<file path="src/rtl/life_step_engine.sv">
`default_nettype none
// ----------------------------------------------------------------------------
// life_step_engine: sweeps a source grid and writes one Game-of-Life generation
// into a separate destination grid using a three-row sliding window.
// Revision: 1.0
// ----------------------------------------------------------------------------
module life_step_engine #(
  parameter int WIDTH  = 80,
  parameter int HEIGHT = 60
) (
  input  logic        clk,
  input  logic        rst,
  input  logic        start,
  output logic        busy,
  output logic        done,
  output logic [12:0] pop_count,
  output logic [6:0]  readX,
  output logic [5:0]  readY,
  input  logic        cellState,
  output logic        writeCell,
  output logic [6:0]  writeX,
  output logic [5:0]  writeY,
  output logic        writeValue
);

  localparam logic [6:0] LAST_COL = 7'(WIDTH - 1);
  localparam logic [5:0] ROWS     = 6'(HEIGHT);

  typedef enum logic [2:0] {
    S_IDLE    = 3'd0,
    S_LOAD    = 3'd1,
    S_SHIFT   = 3'd2,
    S_COMPUTE = 3'd3,
    S_DONE    = 3'd4
  } state_t;

  state_t           state_q, state_d;
  logic [WIDTH-1:0] prev_q, prev_d, cur_q, cur_d, next_q, next_d;
  logic [6:0]       x_q, x_d;
  logic [5:0]       ld_q, ld_d;
  logic             ph_q, ph_d;
  logic [12:0]      pc_q, pc_d;
  logic             busy_q, busy_d, done_q, done_d;
  logic             wr_q, wr_d, wv_q, wv_d;
  logic [6:0]       wx_q, wx_d;
  logic [5:0]       wy_q, wy_d;
  logic [12:0]      pop_q, pop_d;

  logic [WIDTH+1:0] pad_p, pad_c, pad_n;
  logic [2:0]       wp, wc, wn;
  logic [3:0]       n;
  logic             live;

  always_comb begin
    state_d = state_q;
    prev_d  = prev_q;
    cur_d   = cur_q;
    next_d  = next_q;
    x_d     = x_q;
    ld_d    = ld_q;
    ph_d    = ph_q;
    pc_d    = pc_q;
    pop_d   = pop_q;

    case (state_q)
      S_IDLE: begin
        if (start) begin
          prev_d  = '0;
          cur_d   = '0;
          next_d  = '0;
          ld_d    = '0;
          x_d     = '0;
          ph_d    = 1'b0;
          pc_d    = '0;
          state_d = S_LOAD;
        end
      end
      S_LOAD: begin
        // Address is held for two cycles; the source data is valid in the second.
        if (!ph_q) begin
          ph_d = 1'b1;
        end else begin
          ph_d         = 1'b0;
          next_d[x_q]  = cellState;
          if (x_q == LAST_COL) begin
            x_d     = '0;
            state_d = (ld_q == 6'd0) ? S_SHIFT : S_COMPUTE;
          end else begin
            x_d = x_q + 7'd1;
          end
        end
      end
      S_SHIFT: begin
        prev_d  = cur_q;
        cur_d   = next_q;
        next_d  = '0;
        ld_d    = ld_q + 6'd1;
        x_d     = '0;
        ph_d    = 1'b0;
        state_d = (ld_d == ROWS) ? S_COMPUTE : S_LOAD;
      end
      S_COMPUTE: begin
        if (x_q == LAST_COL) begin
          x_d     = '0;
          state_d = (ld_q == ROWS) ? S_DONE : S_SHIFT;
        end else begin
          x_d = x_q + 7'd1;
        end
      end
      S_DONE:  state_d = S_IDLE;
      default: state_d = S_IDLE;
    endcase

    // Registered write outputs are formed from the window as it will stand next
    // cycle, so each strobe lines up with the COMPUTE cycle it belongs to.
    pad_p = {1'b0, prev_d, 1'b0};
    pad_c = {1'b0, cur_d,  1'b0};
    pad_n = {1'b0, next_d, 1'b0};
    wp    = pad_p[x_d +: 3];
    wc    = pad_c[x_d +: 3];
    wn    = pad_n[x_d +: 3];
    n     = 4'(wp[0]) + 4'(wp[1]) + 4'(wp[2]) + 4'(wc[0]) + 4'(wc[2])
          + 4'(wn[0]) + 4'(wn[1]) + 4'(wn[2]);
    live  = (n == 4'd3) | (wc[1] & (n == 4'd2));

    busy_d = (state_d == S_LOAD) | (state_d == S_SHIFT) | (state_d == S_COMPUTE);
    done_d = (state_d == S_DONE);
    wr_d   = (state_d == S_COMPUTE);
    wv_d   = wr_d & live;
    wx_d   = wr_d ? x_d : wx_q;
    wy_d   = wr_d ? (ld_d - 6'd1) : wy_q;
    if (wv_d) begin
      pc_d = pc_d + 13'd1;
    end
    if (state_d == S_DONE) begin
      pop_d = pc_q;
    end
  end

  always_ff @(posedge clk) begin
    if (rst) begin
      state_q <= S_IDLE;
      prev_q  <= '0;
      cur_q   <= '0;
      next_q  <= '0;
      x_q     <= '0;
      ld_q    <= '0;
      ph_q    <= 1'b0;
      pc_q    <= '0;
      pop_q   <= '0;
      busy_q  <= 1'b0;
      done_q  <= 1'b0;
      wr_q    <= 1'b0;
      wv_q    <= 1'b0;
      wx_q    <= '0;
      wy_q    <= '0;
    end else begin
      state_q <= state_d;
      prev_q  <= prev_d;
      cur_q   <= cur_d;
      next_q  <= next_d;
      x_q     <= x_d;
      ld_q    <= ld_d;
      ph_q    <= ph_d;
      pc_q    <= pc_d;
      pop_q   <= pop_d;
      busy_q  <= busy_d;
      done_q  <= done_d;
      wr_q    <= wr_d;
      wv_q    <= wv_d;
      wx_q    <= wx_d;
      wy_q    <= wy_d;
    end
  end

  assign busy       = busy_q;
  assign done       = done_q;
  assign pop_count  = pop_q;
  assign readX      = x_q;
  assign readY      = ld_q;
  assign writeCell  = wr_q;
  assign writeX     = wx_q;
  assign writeY     = wy_q;
  assign writeValue = wv_q;

endmodule
`default_nettype wire

</file>
<file path="config.mk">
export PLATFORM = sky130hd
export DESIGN_NAME = life_step_engine
export DESIGN_NICKNAME = d
export VERILOG_FILES = /design/src/rtl/life_step_engine.sv
export SDC_FILE = /design/constraint.sdc
export NUM_CORES = 1
export LEC_CHECK = 0
export ABC_AREA = 1
export CAP_MARGIN = 20
export CORE_MARGIN = 4
export CORE_UTILIZATION = 45
export CTS_CLUSTER_SIZE = 14
export DETAILED_ROUTE_END_ITERATION = 16
export SETUP_SLACK_MARGIN = 0.05
export SYNTH_ARGS = -nofsm -noshare
export SYNTH_HDL_FRONTEND = slang
export SYNTH_SLANG_ARGS = --single-unit
export TNS_END_PERCENT = 30
</file>
<file path="constraint.sdc">
create_clock -name clk -period 5.3 [get_ports clk]
set_clock_uncertainty 0.05 [all_clocks]
set_input_delay 0.795 -clock clk [delete_from_list [all_inputs] [get_ports clk]]
set_output_delay 0.795 -clock clk [all_outputs]
set_load 0.03 [all_outputs]
</file>
==> results of run 1 <==
-- registers in the layout, indices dropped and copies added, names as in the netlist --
signal      count
busy            1
next_q         80
writeCell       1
state_q         3
pop_count      13
ph_q            1
done            1
writeY          6
pc_q           13
prev_q         80
cur_q          80
writeValue      1
readX           7
writeX          7
readY           6
-- metrics by stage --
step	power, mW	util [%]	setup slack [ps]	TNS, ps
after floorplan	2.61	-	83.1	0
after global placement	2.85	58.6	-1180	-16220
after detailed placement	2.85	58.6	-1230	-16660
after CTS	5.55	65.4	-78.8	-771
after global routing	5.72	65.8	-403	-5640
final	5.55	65.8	-291	-3750
-- cells in the final DEF (no fill, tap or decap), types with 8 or more instances in the layout --
master | Yosys | final
buf_4 | 15 | 652
nand2_1 | 557 | 546
inv_1 | 494 | 487
nor2_1 | 333 | 326
dfxtp_1 | 300 | 294
o21ai_0 | 318 | 278
nand3_1 | 267 | 264
a21oi_1 | 150 | 140
o21ai_1 | 78 | 93
o22ai_1 | 105 | 84
o211ai_1 | 75 | 75
clkdlybuf4s50_1 | 0 | 44
buf_12 | 0 | 42
clkbuf_16 | 0 | 37
buf_6 | 14 | 28
o21ai_2 | 1 | 26
inv_2 | 22 | 25
nand4_1 | 21 | 21
o22ai_2 | 0 | 17
xor2_1 | 14 | 14
nor3_1 | 13 | 13
a31oi_1 | 12 | 12
o221ai_1 | 14 | 12
o2111ai_1 | 13 | 12
nor2_4 | 2 | 10
a21oi_2 | 0 | 10
a22oi_1 | 12 | 10
buf_16 | 0 | 10
nand2_2 | 6 | 9
nand2_4 | 5 | 9
clkbuf_1 | 94 | 8
-- routing by layer --
metal | global-route usage, % | routed length, um | vias up | part of all wire (%)
li1 | - | - | 11400 | -
met1 | 52.9 | 38300 | 11500 | 40
met2 | 58.1 | 39500 | 1647 | 42
met3 | 8.40 | 10900 | 409 | 11
met4 | 22.5 | 6430 | 2 | 6.8
met5 | 0 | 13 | - | 0.014
-- cell families after synthesis --
logic type	share of synthesized area (%)
xor+xnor	0.725
fa+ha+maj	0.996
compound gates	24.5
flops	31.1
buf+inv	15.8
simple gates	27.0
-- path summary, 6_finish.rpt --
path                              startpoint  depth (start not counted)            to  slack [ps]
worst min-delay path            pop_count[3]                          2  pop_count[3]         390
worst max-delay path              state_q[2]                         30       pc_q[2]        -290
worst max register to register    state_q[2]                         30       pc_q[2]        -290
worst min register to register  pop_count[3]                          2  pop_count[3]         390
-- power groups by stage --
| stage | sequential [mW] | clock (mW) | combinational [mW] |
|---|---|---|---|
| CTS | 2.26 | 2.64 | 0.644 |
| global placement | 2.31 | 0 | 0.541 |
| floorplan | 2.31 | 0 | 0.305 |
| finish | 2.26 | 2.61 | 0.682 |
| detailed placement | 2.31 | 0 | 0.544 |
| global route | 2.26 | 2.76 | 0.703 |
-- layout make-up --
cell class	count	area (sq um)	share of cell area, %
repair buffers	786	6990	25.1
inverters	523	1990	7.15
clock inverters	15	200	0.720
clock buffers	49	1010	3.64
flip-flops and latches	300	6020	21.7
well taps	539	674	2.43
diodes	2	5.00	0.0180
multi-input cells	2080	10900	39.3
-- what timing repair did --
item | in CTS | in global routing
gates cloned | 17 | 0
setup buffers | 84 | 3
setup endpoints to repair | 14 | 15
pin swaps | 43 | 36
gates resized for setup | 167 | 42
-- worst max-delay path, delay by kind of cell (launching register included) --
family	cells	cell delay (ps)
adders and majority gates	5	2160
and+or+nand+nor	10	900
AOI/OAI and AO/OA	8	1260
DFF	1	370
buffers and inverters	7	680
==> summary.txt, run 1 <==
Detailed routing
  • DRC errors left: 0
  • TritonRoute pass-1 iters: 6
  • Routed len/inst: 22.2 um
  • DR vias: 25000
  • Initial DRC Count: 3534
  • Count of antenna-violating nets left after detailed routing: 0
  • Detailed Route WL: 95.1 mm
  • DR vias/cell: 5.82

Finish
  • Synth-to-Final Area Change: 43.8%
  • Fillcell total: 3810
  • Nets: 3744
  • Layout cells sized above 1: 25.7%
  • Fin area: 27800 sq um
  • Final Non-Filler Cells: 4294

STA
  • Slew Viols, Final: 0
  • Hold Worst Slack: 395 ps
  • Worst-margin pin slew: roughly 1000 ps
  • Final setup fails: 15
  • Normalized max-slew margin: 30.7%
  • Post-layout minimum cycle time: 5590 ps
  • Tcrit/Tclk final: 105%
  • Worst setup margin: -291 ps
  • Fin. Hold Viols: 0
  • RSZ-0062 raised after global routing: true
  • Peak Freq: 179 MHz

Die
  • DIE HEIGHT: 215 um
  • Initial Util: 45.8%
  • Die X: 215 um
  • Core Area: 42200 sq um
  • # IOs: 47
  • Core Rows: 75
  • Die area: between 40000 and 50000 sq um

Pwr
  • Switching Share: 27.0%
  • Part of the power in registers: a little over 40%
  • Power share of the combinational group: about an eighth
  • Int Pwr: around 4 mW
  • P per Cell Area: ~200 nW/um^2
  • Leak: 11.2 nW
  • Max IR drop VDD: 0.265 mV
  • Clock power frac: 47.0%
  • Net Switching: between 1.5 and 2 mW

GRT
  • Overall Global Routing Usage: 39.3%
  • Vias in the first global route: 23600
  • Pin count of the biggest net entering global routing: 140
  • GRT Residual Overflow: 0
  • Global-route wire length before repair: 142 mm
  • Initial antenna violation count: 4

Placed design
  • DP HPWL: 65.4 mm
  • Gpl congestion: 1.07
  • Port Buf Inserts: between 40 and 50
  • Post-DP Area: 24800 sq um
  • Inst Count DP: 4127

Yosys
  • Ys Warns: 0
  • Sequential-to-total area share from yosys stat: 31.1%
  • Post-synth EDFFs: 0
  • Mapped cell area: 19300 sq um
  • Post-synthesis instance total: 3119
  • Cell variety after synth: 53
  • Avg Inst Size Synth: 6.20 sq um
  • Area contributors post-synth: dfxtp_1 (31%), nand2_1 (11%), inv_1 (9.6%)
  • Main flop type after synthesis: dfxtp_1
  • Share of flip-flops with an asynchronous set or reset: 0%
  • Syn Nets: approximately 3100
  • Flops & latches, synth: 300
  • Post-synth top cells: nand2_1 (557), inv_1 (494), nor2_1 (333), o21ai_0 (318), dfxtp_1 (300)
  • Most common cell in the synthesized netlist: nand2_1
  • Cell taking the most area after synthesis: dfxtp_1
  • Share of the synthesized area in the top cell type: 31.1%

Critical path
  • Largest stage delay, worst path: 600 ps
  • Worst path slowest cell: fa_1
  • Crit Path Max Fanout: 5
  • Worst Path Required: 5660 ps
  • Critical path type: register to register
  • CP startpoint kind: register
  • Worst Path Arrival: 5950 ps
  • CP Capture Type: register

Outcome
  • Failing checks: setup timing
  • Status: complete, but fails checks

Clocking
  • Clock-pin transition on the worst setup and hold timing paths: 60 ps
  • Clk buf depth: 3
  • Inserted Clock Buffers: 36
  • CTS Root Cell: clkbuf_16
  • Clock latency on the worst-skew pair: 580 ps
  • CTS H-tree depth: 2
  • CTS tree: yes
  • CTS sink count: 300
  • # hold bufs at CTS: 0

Hold path
  • HP Class: register to register

Job
  • Max-cap violations: 0
No activity file was read; power rests on OpenSTA's default activity.
==> inputs of run 2 (changes only) <==
CORE_UTILIZATION = 30   (was 45)
CTS_CLUSTER_DIAMETER = 120   (was not set)
==> summary.txt, run 2 (same netlist as run 1, synthesis figures left out) <==
STA
  • Worst setup margin: -203 ps
  • Final setup TNS: -1980 ps
  • Fin. Hold Viols: 0
  • Tcrit/Tclk final: 104%
  • Normalized max-slew margin: between 30% and 40%
  • Final setup fails: 13
  • Worst-margin pin slew: 1010 ps
  • Post-layout minimum cycle time: 5500 ps
  • Slew Viols, Final: 0
  • RSZ-0062 raised after global routing: true
  • Peak Freq: about 180 MHz

GRT
  • GRT Residual Overflow: 0
  • Overall Global Routing Usage: 24.4%
  • Global-route wire length before repair: 131 mm
  • Initial antenna violation count: 1
  • Pin count of the biggest net entering global routing: 156
  • Vias in the first global route: approximately 22000

Critical path
  • CP Capture Type: register
  • Worst Path Arrival: 5900 ps
  • Worst R2R Start: readX[1]
  • Worst Path Required: approximately 5700 ps
  • FF-to-FF path depth: 31
  • Worst reg2reg path endpoint: pc_q[2]
  • Largest stage delay, worst path: 510 ps
  • Crit Path Max Fanout: 12
  • Reg2Reg Setup Slack: -200 ps
  • Critical path type: register to register
  • CP startpoint kind: register
  • Worst path slowest cell: fa_1

Die
  • DIE HEIGHT: 262 um
  • # IOs: 47
  • Die X: 262 um
  • Core Rows: 92
  • Initial Util: 30.5%
  • Core Area: 63400 sq um
  • Die area: 68600 sq um

Outcome
  • Status: complete, but fails checks
  • Failing checks: setup timing

Clocking
  • Clk buf depth: 3
  • CTS Root Cell: clkbuf_16
  • Clock-pin transition on the worst setup and hold timing paths: ~70 ps
  • Clock latency on the worst-skew pair: 610 ps
  • CTS sink count: 300
  • # hold bufs at CTS: 0
  • CTS H-tree depth: 1
  • Inserted Clock Buffers: 25
  • CTS tree: yes

Placed design
  • Port Buf Inserts: 46
  • Gpl congestion: 1.01
  • Inst Count DP: between 4000 and 5000
  • Setup WS pre-CTS: -999 ps
  • Post-DP Area: 25400 sq um
  • DP HPWL: 63.3 mm

Hold path
  • HP Start: pop_count[2]
  • HP Class: register to register
  • Hold Path Sink: pop_count[2]
  • Hold Path Depth: 2

Finish
  • Final Non-Filler Cells: 4516
  • Fillcell total: 6598
  • Multi-input logic area: 10800 sq um
  • Leading cell type in the layout, fill and taps excluded: buf_4
  • Nets: 3685
  • Fin area: around 27000 sq um
  • Most frequent cells in the layout: buf_4 (614), nand2_1 (540), inv_1 (486), nor2_1 (327), dfxtp_1 (295)
  • Largest regs: cur_q (80), next_q (80), prev_q (80)
  • Layout cells sized above 1: 24.3%
  • Synth-to-Final Area Change: 40.2%
  • Reg area: 6020 sq um

Detailed routing
  • Count of antenna-violating nets left after detailed routing: 0
  • Detailed Route WL: slightly below 90 mm
  • DRC errors left: 0
  • TritonRoute pass-1 iters: 7
  • DR vias: between 20000 and 25000
  • Initial DRC Count: 2783
  • DR vias/cell: about 5.2
  • Routed len/inst: 19.6 um

Pwr
  • Leak: approximately 11 nW
  • Design Power: 4.68 mW
  • Max IR drop VDD: about 0.24 mV
  • P per Cell Area: 172 nW/um^2

Job
  • Max-cap violations: 0
==> run 2: through the flow <==
step	utilization [%]	hold slack (ps)
floorplan	-	434
CTS	41.8	400
detailed placement	40.0	388
finish	42.7	397
global route	42.7	415
global placement	40.0	386
==> run 2: layer usage <==
metal | part of all wire [%] | track usage, %
met5 | 0.014 | 0
met4 | 5.3 | 10.7
met3 | 9.4 | 3.78
met2 | 44 | 38.9
met1 | 42 | 32.8
==> run 2: worst max-delay path by stage <==
stage               slack, ps  endpoint      from  cells past startpoint
floorplan                  80   pc_q[0]     start                     25
finish                   -200   pc_q[2]  readX[1]                     31
CTS                      -150   pc_q[2]  readX[1]                     31
global placement        -1040   pc_q[2]     start                     29
global route             -350   pc_q[2]  readX[1]                     32
detailed placement      -1000   pc_q[6]     start                     24
==> run 2: area by class of cell <==
cell class                      count  area share [%]
Antenna cell                        1         0.00923
Clock buffer                       26            2.32
Clock inverter                      2          0.0646
Inverter                          523            7.30
Multi-Input combinational cell   2080            39.9
Sequential cell                   300            22.2
Tap cell                          846            3.90
Timing Repair Buffer              738            24.3
==> run 2: repair_timing <==
item / CTS / global route
setup endpoints to repair: 14 / 14
cloned: 9 / 7
pin swaps: 13 / 39
buffers inserted: 13 / 17
gates resized for setup: 63 / 124
==> run 2: worst max-delay path, delay by kind of cell, from the launching register on <==
family / cells / cell delay (ps)
and+or+nand+nor: 10 / 850
buffers and inverters: 7 / 880
DFF: 1 / 380
AOI/OAI and AO/OA: 8 / 1030
adders and majority gates: 6 / 2140
==> run 2: report_power, final <==
part | switching, mW | internal (mW)
registers | 0.00217 | 2.25
logic | 0.407 | 0.246
clock network | 0.927 | 0.839
total | 1.34 | 3.34
